## src/rtl/inference_pkg.sv

```systemverilog
// inference_pkg: constants and types shared by the inference sequencer and its valid pipe.
// Latency: n/a (declarations only).
// Backpressure: n/a.
package inference_pkg;

    localparam int ROWS     = 8;   // weight words per load, array dimension
    localparam int PIPE_LAT = 17;  // ROWS + 7 deskew + bias + activation, in enabled cycles
    localparam int VEC_W    = 64;

    typedef logic [VEC_W-1:0] vec_t;

    typedef logic [2:0] state_t;
    localparam state_t ST_IDLE   = 3'd0;
    localparam state_t ST_WAIT_W = 3'd1;
    localparam state_t ST_LOAD_W = 3'd2;
    localparam state_t ST_STREAM = 3'd3;
    localparam state_t ST_DONE   = 3'd4;

endpackage

```

## src/rtl/valid_pipe.sv

```systemverilog
// valid_pipe: enabled bit shift register whose tail marks a real result on the datapath output.
// Latency: a bit shifted in appears on tail after DEPTH shifts.
// Backpressure: holds its contents whenever shift is low; clr empties it.
// Ports: clk, n_rst (async active-low), clr (sync clear), shift, din, tail.
module valid_pipe #(
    parameter int DEPTH = 17
) (
    input  logic clk,
    input  logic n_rst,
    input  logic clr,
    input  logic shift,
    input  logic din,
    output logic tail
);

    logic [DEPTH-1:0] bits;

    always_ff @(posedge clk or negedge n_rst) begin
        if (!n_rst) begin
            bits <= '0;
        end else if (clr) begin
            bits <= '0;
        end else if (shift) begin
            bits <= {bits[DEPTH-2:0], din};
        end
    end

    assign tail = bits[DEPTH-1];

endmodule

```

## src/rtl/inference_sequencer.sv

```systemverilog
// inference_sequencer: runs one datapath layer pass - weight load, input streaming, drain, result hand-off.
// Latency: first result PIPE_LAT enabled cycles after its input word is fed; load is ROWS cycles after weights are ready.
// Backpressure: out_ready low or an empty input buffer drops enable and freezes the datapath; weight load never stalls.
// Ports: cmd_* command/status; weight_*/input_* buffer read side; start_weights/start_array/enable/systolic_data and
//        activations to/from the datapath; out_data/out_valid/out_ready result port.
module inference_sequencer #(
    parameter int ROWS     = inference_pkg::ROWS,
    parameter int PIPE_LAT = inference_pkg::PIPE_LAT,
    parameter int CNT_W    = 7
) (
    input  logic             clk,
    input  logic             n_rst,
    input  logic             cmd_start,
    input  logic [CNT_W-1:0] cmd_num_inputs,
    output logic             cmd_busy,
    output logic             cmd_done,
    output logic             cmd_error,
    input  logic [3:0]       weight_level,
    input  logic [63:0]      weight_data,
    output logic             weight_rd_en,
    input  logic             input_empty,
    input  logic [63:0]      input_data,
    output logic             input_rd_en,
    output logic             start_weights,
    output logic             start_array,
    output logic             enable,
    output logic [63:0]      systolic_data,
    input  logic [63:0]      activations,
    output logic [63:0]      out_data,
    output logic             out_valid,
    input  logic             out_ready
);

    import inference_pkg::*;

    localparam int         LD_W     = (ROWS > 1) ? $clog2(ROWS) : 1;
    localparam logic [LD_W-1:0] LD_LAST = LD_W'(ROWS - 1);
    localparam logic [3:0] ROWS_LVL = 4'(ROWS);

    state_t           state;
    logic [CNT_W-1:0] n_req;
    logic [CNT_W-1:0] in_cnt;
    logic [CNT_W-1:0] out_cnt;
    logic [LD_W-1:0]  ld_cnt;
    logic             first_stream;
    logic             taken;
    logic             err_q;

    logic in_stream;
    logic in_load;
    logic accept;
    logic all_fed;
    logic feed;
    logic stall;
    logic stream_en;
    logic tail;
    logic hs;

    assign in_stream = (state == ST_STREAM);
    assign in_load   = (state == ST_LOAD_W);
    assign accept    = (state == ST_IDLE) && cmd_start && (cmd_num_inputs != '0);

    // Once every input is in, zeros are pushed with enable high to drain the pipe.
    assign all_fed   = (in_cnt == n_req);
    assign feed      = in_stream && (in_cnt < n_req) && !input_empty;
    assign stall     = out_valid && !out_ready;
    assign stream_en = in_stream && !stall && (feed || all_fed);

    // A result handed off while the pipe is frozen stays on activations; taken hides it until the next shift.
    assign out_valid = tail && !taken;
    assign hs        = out_valid && out_ready;

    valid_pipe #(
        .DEPTH (PIPE_LAT)
    ) u_valid_pipe (
        .clk   (clk),
        .n_rst (n_rst),
        .clr   (accept),
        .shift (stream_en),
        .din   (feed),
        .tail  (tail)
    );

    assign enable        = in_load || stream_en;
    assign weight_rd_en  = in_load;
    assign start_weights = in_load && (ld_cnt == '0);
    assign start_array   = in_stream && first_stream;
    assign input_rd_en   = stream_en && feed;
    assign systolic_data = in_load ? weight_data : (input_rd_en ? input_data : '0);
    assign out_data      = out_valid ? activations : '0;
    assign cmd_busy      = (state == ST_WAIT_W) || in_load || in_stream;
    assign cmd_done      = (state == ST_DONE);
    assign cmd_error     = err_q;

    always_ff @(posedge clk or negedge n_rst) begin
        if (!n_rst) begin
            state        <= ST_IDLE;
            n_req        <= '0;
            in_cnt       <= '0;
            out_cnt      <= '0;
            ld_cnt       <= '0;
            first_stream <= 1'b0;
            taken        <= 1'b0;
            err_q        <= 1'b0;
        end else begin
            err_q <= (state == ST_IDLE) && cmd_start && (cmd_num_inputs == '0);
            case (state)
                ST_IDLE: begin
                    if (accept) begin
                        n_req   <= cmd_num_inputs;
                        in_cnt  <= '0;
                        out_cnt <= '0;
                        taken   <= 1'b0;
                        state   <= ST_WAIT_W;
                    end
                end
                // The datapath weight load cannot pause, so all ROWS words must be present first.
                ST_WAIT_W: begin
                    if (weight_level >= ROWS_LVL) begin
                        ld_cnt <= '0;
                        state  <= ST_LOAD_W;
                    end
                end
                ST_LOAD_W: begin
                    ld_cnt <= ld_cnt + 1'b1;
                    if (ld_cnt == LD_LAST) begin
                        first_stream <= 1'b1;
                        state        <= ST_STREAM;
                    end
                end
                ST_STREAM: begin
                    first_stream <= 1'b0;
                    if (input_rd_en) begin
                        in_cnt <= in_cnt + 1'b1;
                    end
                    if (hs) begin
                        out_cnt <= out_cnt + 1'b1;
                    end
                    if (stream_en) begin
                        taken <= 1'b0;
                    end else if (hs) begin
                        taken <= 1'b1;
                    end
                    if (all_fed && (out_cnt == n_req)) begin
                        state <= ST_DONE;
                    end
                end
                ST_DONE: begin
                    state <= ST_IDLE;
                end
                default: begin
                    state <= ST_IDLE;
                end
            endcase
        end
    end

endmodule

```

## config.mk

```make
export PLATFORM = sky130hd
export DESIGN_NAME = inference_sequencer
export DESIGN_NICKNAME = d
export VERILOG_FILES = /design/src/rtl/inference_pkg.sv /design/src/rtl/valid_pipe.sv /design/src/rtl/inference_sequencer.sv
export SDC_FILE = /design/constraint.sdc
export NUM_CORES = 1
export LEC_CHECK = 0
export CORE_AREA = 2 2 133 135
export CTS_BUF_LIST = sky130_fd_sc_hd__clkbuf_16
export DETAILED_ROUTE_END_ITERATION = 6
export DIE_AREA = 0 0 135 137
export PLACE_DENSITY = 0.72
export SLEW_MARGIN = 20
export SYNTH_ARGS = -nofsm -noshare
export SYNTH_HDL_FRONTEND = slang
export SYNTH_HIERARCHICAL = 1
export SYNTH_SLANG_ARGS = --single-unit
```

## constraint.sdc

```tcl
create_clock -name clk -period 3.3 [get_ports clk]
set_clock_uncertainty 0.1 [all_clocks]
set_input_delay 0.33 -clock clk [delete_from_list [all_inputs] [get_ports clk]]
set_output_delay 0.33 -clock clk [all_outputs]
set_load 0.005 [all_outputs]
```

-- Yosys cells after proc, flatten, opt, wreduce, memory -nomap -nowiden
Index checks and enable logic that the tools add are counted.
- register bits after elaboration: 47
- output and inout bits: 137
- word-level logic and storage cells: 88
- $add $sub $neg: 3
- order comparisons: 2
- equality and inequality tests: 14
- mux-type cells: 23
- reductions and logical operators: 37
- operator list (kind ; number):
    64-bit 2-to-1 mux ; 3
    17-bit 2-to-1 mux ; 2
    7-bit case mux with 2 select lines ; 2
    7-bit 2-to-1 mux ; 3
    3-bit 2-to-1 mux ; 5
    7-bit by 1-bit adder with 7-bit output (second input constant) ; 2
    7-bit == test ; 2
    1-bit logical AND ; 14
    3-bit case mux with 4 select lines ; 1
    3-bit AND reduction ; 3
    2-bit by 1-bit != test with 1-bit output (second input constant) ; 4
    2-bit nonzero test ; 4
    7-bit logical NOT ; 1
    7-bit less-than comparator ; 1
    7-bit nonzero test ; 1
    3-bit by 2-bit == test with 1-bit output (second input constant) ; 2
    3-bit == test (second input constant) ; 2
    3-bit logical NOT ; 2
    3-bit case mux with 2 select lines ; 1
    2-bit AND reduction ; 3
    4-bit greater-or-equal comparator (second input constant) ; 1
    1-bit logical NOT ; 4
    1-bit logical OR ; 4
    1-bit 2-to-1 mux ; 4
    other kinds (6) ; 8

-- Depth between registers and ports, before layout
- depth after elaboration: 9
- gate-level depth with buffers: 11
- mapped depth without buffers: 8

-- Modules after synthesis
Netlist, hierarchy kept.
- modules (own cells, without submodules) (module ; times used ; cells an instance ; area an instance (um^2) ; seq. area each (um^2)):
    inference_sequencer ; 1 ; 350 ; 2921.6 ; 750.7
    valid_pipe ; 1 ; 55 ; 699.4 ; 425.4

-- Least setup slack after synthesis
Ideal clock, no wire load.
- path kind: reg-to-reg
- from: register n_req[6]
- to: register u_valid_pipe.bits[10]
- setup time: 0.121 ns
- arrival: 2.139 ns
- setup slack: 0.940 ns
- stages on the path, launching flop included: 12
- buffers on the path: 3
- cell sequence: dfrtp_1 -> inv_1 -> ha_1 -> a211oi_1 -> o211ai_1 -> nor3_2 -> buf_2 -> or2_2 -> buf_6 -> buf_12 -> mux2i_1 -> nor2_1
- word-level cells in the longest chain between the ends: 6
- elaborated cells on any way between the ends: 7
- classes of those cells: order compare: 1; eq/ne: 1; reduce/logical: 5
- ends and longest elaborated chain (what ; RTL line ; RTL):
    start: declaration ; inference_sequencer.sv:41 ; logic [CNT_W-1:0] n_req;
    start signal: assignment ; inference_sequencer.sv:110 ; n_req <= cmd_num_inputs;
    7-bit less-than comparator ; inference_sequencer.sv:65 ; assign feed = in_stream && (in_cnt < n_req) && !input_empty;
    1-bit logical AND (2 in a row) ; inference_sequencer.sv:65 ;
    1-bit logical OR * ; inference_sequencer.sv:67 ; assign stream_en = in_stream && !stall && (feed || all_fed);
    1-bit logical AND * ; inference_sequencer.sv:67 ;
    named net stream_en ; inference_sequencer.sv:55 ; logic stream_en;
    2-bit nonzero test (no line) * ; -- ;
    end signal: assignment ; valid_pipe.sv:24 ; bits <= {bits[DEPTH-2:0], din};
    end: declaration ; valid_pipe.sv:16 ; logic [DEPTH-1:0] bits;
The timed path passes the listed nets; every way through them passes the cells marked *.
A chain may end at the register's enable or synchronous reset.

-- Worst setup path in the final report
- from: register n_req[6]
- to: output systolic_data[35]
- word-level cells in the longest chain between the ends: 8
- elaborated cells on any way between the ends: 9
- classes of those cells: order compare: 1; eq/ne: 1; mux: 2; reduce/logical: 5
- ends and longest elaborated chain (what ; RTL line ; RTL):
    7-bit less-than comparator ; inference_sequencer.sv:65 ;
    1-bit logical AND (2 in a row) ; inference_sequencer.sv:65 ;
    1-bit logical OR ; inference_sequencer.sv:67 ;
    1-bit logical AND ; inference_sequencer.sv:67 ;
    1-bit logical AND * ; inference_sequencer.sv:88 ; assign input_rd_en = stream_en && feed;
    64-bit 2-to-1 mux * (2 in a row) ; inference_sequencer.sv:89 ; assign systolic_data = in_load ? weight_data : (input_rd_en ? input_data : '0);
    end: declaration ; inference_sequencer.sv:27 ; output logic [63:0] systolic_data,
Mark *: on every way between the ends. The rest lies on a longest branch, timed or not.

==> impl_summary.txt <==
----------------------------------------------------
[Floorplanning]
  I/O pin total ... 345
  Die Area ... 0.01850 mm²
  Area of the core ... 0.01706 mm²
  Vert. Die Dim ... 137 µm
  Width of the die ... 135 µm
  Standard-cell rows ... 48
  Starting utilization of the core area ... 21.23%

[Yosys]
  Post-synthesis net count ... 625
  Post-synthesis cell type count ... 47
  Gate count after technology mapping ... 405
  Portion of the post-synthesis area used by sequential elements ... 32.48%
  Synthesis-stage register bit count ... 47
  Flip-flop cell with the highest count after synthesis ... sky130_fd_sc_hd__dfrtp_1
  Synth Area per Inst ... 8.941 µm²
  EDFF count, synth ... 0
  Yosys warns ... 6
  Post-synthesis cell area ... 0.003621 mm²
  Async S/R FF share, synth ... 100.0%

[Power]
  Static leakage ... 3.073 nW
  Power per cell area ... 655.9 mW/mm²
  Pwr Total ... 4.948 mW
  Peak ir drop on the vdd network ... 0.4575 mV

[Worst setup path]
  Number of buffer and inverter stages on the critical path ... 4
  Req. time, crit path ... 2.87 ns
  Crit path kind ... reg2out
  R2R depth ... 10
  Slowest Stage Delay on Critical Path ... 0.53 ns
  Data arrival time of the worst path ... 2.80 ns
  Path length in cells of the critical path ... 9
  Maximum fanout along the worst path ... 10
  Cell with the largest stage delay on the worst path ... sky130_fd_sc_hd__clkdlybuf4s50_1
  Startpoint type of the worst setup path ... flip-flop
  Gate family responsible for the most delay along the worst path ... buffers and inverters
  Endpoint class of the critical path ... output pin
  Cell breakdown of the critical path ... inv_1, ha_4, a211oi_2, o211ai_1, nor3_4, buf_12, buf_4, a22o_1, clkdlybuf4s50_1

[Layout]
  Layout area overhead ... 108.3%
  End-of-flow core utilization ... 44.23%
  Final standard cell area without fillers ... 0.007543 mm²
  Number of nets in the finished design ... 957
  Commonest non-fill, non-tap cell in the layout ... sky130_fd_sc_hd__clkdlybuf4s50_1
  Fraction of final layout cells sized beyond drive strength 1 ... 5.827%
  Layout Cells excl Fill ... 967
  Commonest cells after routing, fill and taps aside ... sky130_fd_sc_hd__clkdlybuf4s50_1 (340), sky130_fd_sc_hd__and2_1 (69), sky130_fd_sc_hd__a22o_1 (65)

[Clocking]
  TritonCTS Sinks ... 47
  Number of H-tree branching levels ... 2
  Maximum buffer depth of the clock tree ... 2
  Clock Pin Slew Worst Setup and Hold Paths ... 0.07 ns
  TritonCTS clock tree ... built
  TritonCTS buffer count ... 5
  Source-to-sink clock delay at the later pin of the worst-skew pair ... 0.29 ns
  Clk Tree Root Cell ... sky130_fd_sc_hd__clkbuf_16

[Place]
  Cell area reported after detailed placement ... 0.007274 mm²
  Final GP Congestion ... 0.7888
  Port bufs ... 341
  Detail Placement HPWL ... 14220 µm
  Placed cells ... 948

[GRT]
  First-pass GRT wire length ... 24060 µm
  Total gr overflow ... 0
  Met3 global-route usage ... 4.741%
  Number of antenna violations at the first check in global routing ... 5
  Met1 GRT Util ... 23.90%
  GR peak layer ... met2
  GRT Resource Usage Total ... 17.11%
  Maximum number of pins on one net before global-route repair ... 68
  Via count of the first global-routing pass ... 4186
  Global-route track usage on met2 ... 26.88%

[Drt]
  Number of DRC violations after detailed-routing iteration 0 ... 207
  DR pass1 iterations ... 4
  Detail Route Antenna Nets ... 0
  Residual DRC count ... 0
  WL final ... 17440 µm
  Ratio of routed vias to standard cells ... 4.516
  Wire length per cell ... 18.03 µm
  Total number of vias ... 4367

[STA]
  Count of endpoints failing setup in the final report ... 0
  Minimum clock period after layout ... 3.230 ns
  Worst Tran Pin Value ... 0.5949 ns
  Slew Viols, Final ... 0
  Share of the cycle needed by the critical path after routing ... 97.89%
  Remaining max-slew budget at the tightest pin ... 60.34%
  Worst hold-check slack ... 0.4105 ns
  Final hold violation count ... 0
  Peak clock frequency supported by timing ... 0.3096 GHz

[Flow run]
  Max-cap violations ... 0

[Outcome]
  Run status ... finished, final reports clean

[Worst hold path]
  Type of the worst min-delay path ... reg2reg
  Worst Hold Depth ... 1

----------------------------------------------------
[synthesized netlist by cell type (2+ instances only)]
master / count / area, µm²
sky130_fd_sc_hd__dfrtp_1: 47 / 1176
sky130_fd_sc_hd__clkbuf_1: 18 / 67.56
sky130_fd_sc_hd__buf_2: 9 / 45.04
sky130_fd_sc_hd__xnor2_1: 10 / 87.58
sky130_fd_sc_hd__buf_4: 2 / 15.01
sky130_fd_sc_hd__ha_1: 12 / 150.1
sky130_fd_sc_hd__nor4b_1: 2 / 17.52
sky130_fd_sc_hd__o31ai_1: 6 / 45.04
sky130_fd_sc_hd__and3_1: 2 / 12.51
sky130_fd_sc_hd__a21oi_2: 2 / 17.52
sky130_fd_sc_hd__and2_1: 69 / 431.7
sky130_fd_sc_hd__nand3b_1: 4 / 30.03
sky130_fd_sc_hd__nand4_1: 4 / 25.02
sky130_fd_sc_hd__o21ai_0: 9 / 45.04
sky130_fd_sc_hd__or4_4: 2 / 22.52
sky130_fd_sc_hd__mux2i_1: 20 / 200.2
sky130_fd_sc_hd__nand2_1: 23 / 86.33
sky130_fd_sc_hd__a22o_1: 65 / 569.3
sky130_fd_sc_hd__a21oi_1: 12 / 60.06
sky130_fd_sc_hd__or2_2: 2 / 12.51
sky130_fd_sc_hd__nor2_1: 29 / 108.9
sky130_fd_sc_hd__a211oi_1: 3 / 22.52
sky130_fd_sc_hd__or4_1: 4 / 30.03
sky130_fd_sc_hd__inv_1: 13 / 48.80
sky130_fd_sc_hd__buf_6: 3 / 33.78
sky130_fd_sc_hd__a311oi_1: 2 / 17.52
sky130_fd_sc_hd__nor4_1: 5 / 31.28
sky130_fd_sc_hd__nand3_1: 7 / 35.03
[per-stage QoR]
step	setup WS, ns	setup TNS [ns]
after floorplan	0.9396	0
after global placement	0.3181	0
after detailed placement	0.3127	0
after CTS	0.01264	0
after global routing	-0.05946	-0.8334
final	0.06976	0
[report_power, final]
part | total [mW] | internal [mW] | switching (mW)
logic | 3.48 | 2.08 | 1.40
registers | 0.944 | 0.783 | 0.162
clock network | 0.526 | 0.289 | 0.237
total | 4.95 | 3.15 | 1.80
[worst paths after layout]
path,to,slack [ns],from
max in group asynchronous,ld_cnt[0],2.21,n_rst
min in group asynchronous,u_valid_pipe/bits[9],0.48,n_rst
min reg2reg,first_stream,0.41,first_stream
max reg2reg,u_valid_pipe/bits[13],0.51,n_req[6]
max,systolic_data[35],0.07,n_req[6]
min,first_stream,0.41,first_stream
[area by class of cell]
| class | instances | area (µm²) |
|---|---|---|
| Fill cell | 1696 | 9513 |
| Timing Repair Buffer | 358 | 3616 |
| Multi-Input combinational cell | 311 | 2253 |
| Sequential cell | 47 | 1176 |
| Tap cell | 225 | 281.5 |
| Clock buffer | 5 | 125.1 |
| Inverter | 14 | 53.80 |
| Clock inverter | 3 | 27.53 |
| Antenna cell | 4 | 10.01 |
[timing repair]
action	in CTS	in global routing
hold buffers	0	1
gates resized for setup	0	3
endpoints found under the setup margin	0	41
setup buffers	0	5
endpoints found under the hold margin	0	18
[cell families (layout without fill, tap and decap cells)]
family	after synthesis	in the layout	share of synthesized area (%)
AOI/OAI and AO/OA	104	104	22.46
DFF	47	47	32.48
muxes	20	20	5.529
buffers and inverters	47	380	6.496
and+or+nand+nor	165	165	26.47
other	0	4	0
adders and majority gates	12	12	4.146
xor gates and xnor gates	10	10	2.419
[flip-flops by register name, summed over array words and instances, names as in the netlist, 3 cells and up]
signal             count
u_valid_pipe/bits     17
in_cnt                 7
n_req                  7
out_cnt                7
ld_cnt                 3
state                  3
[routing by layer]
layer | share of wire [%] | vias up
li1 | - | 2134
met1 | 45 | 2035
met2 | 46 | 179
met3 | 8.1 | 13
met4 | 0.66 | 6
met5 | 0.21 | -
Note: power is estimated with default switching activity, not from simulation.
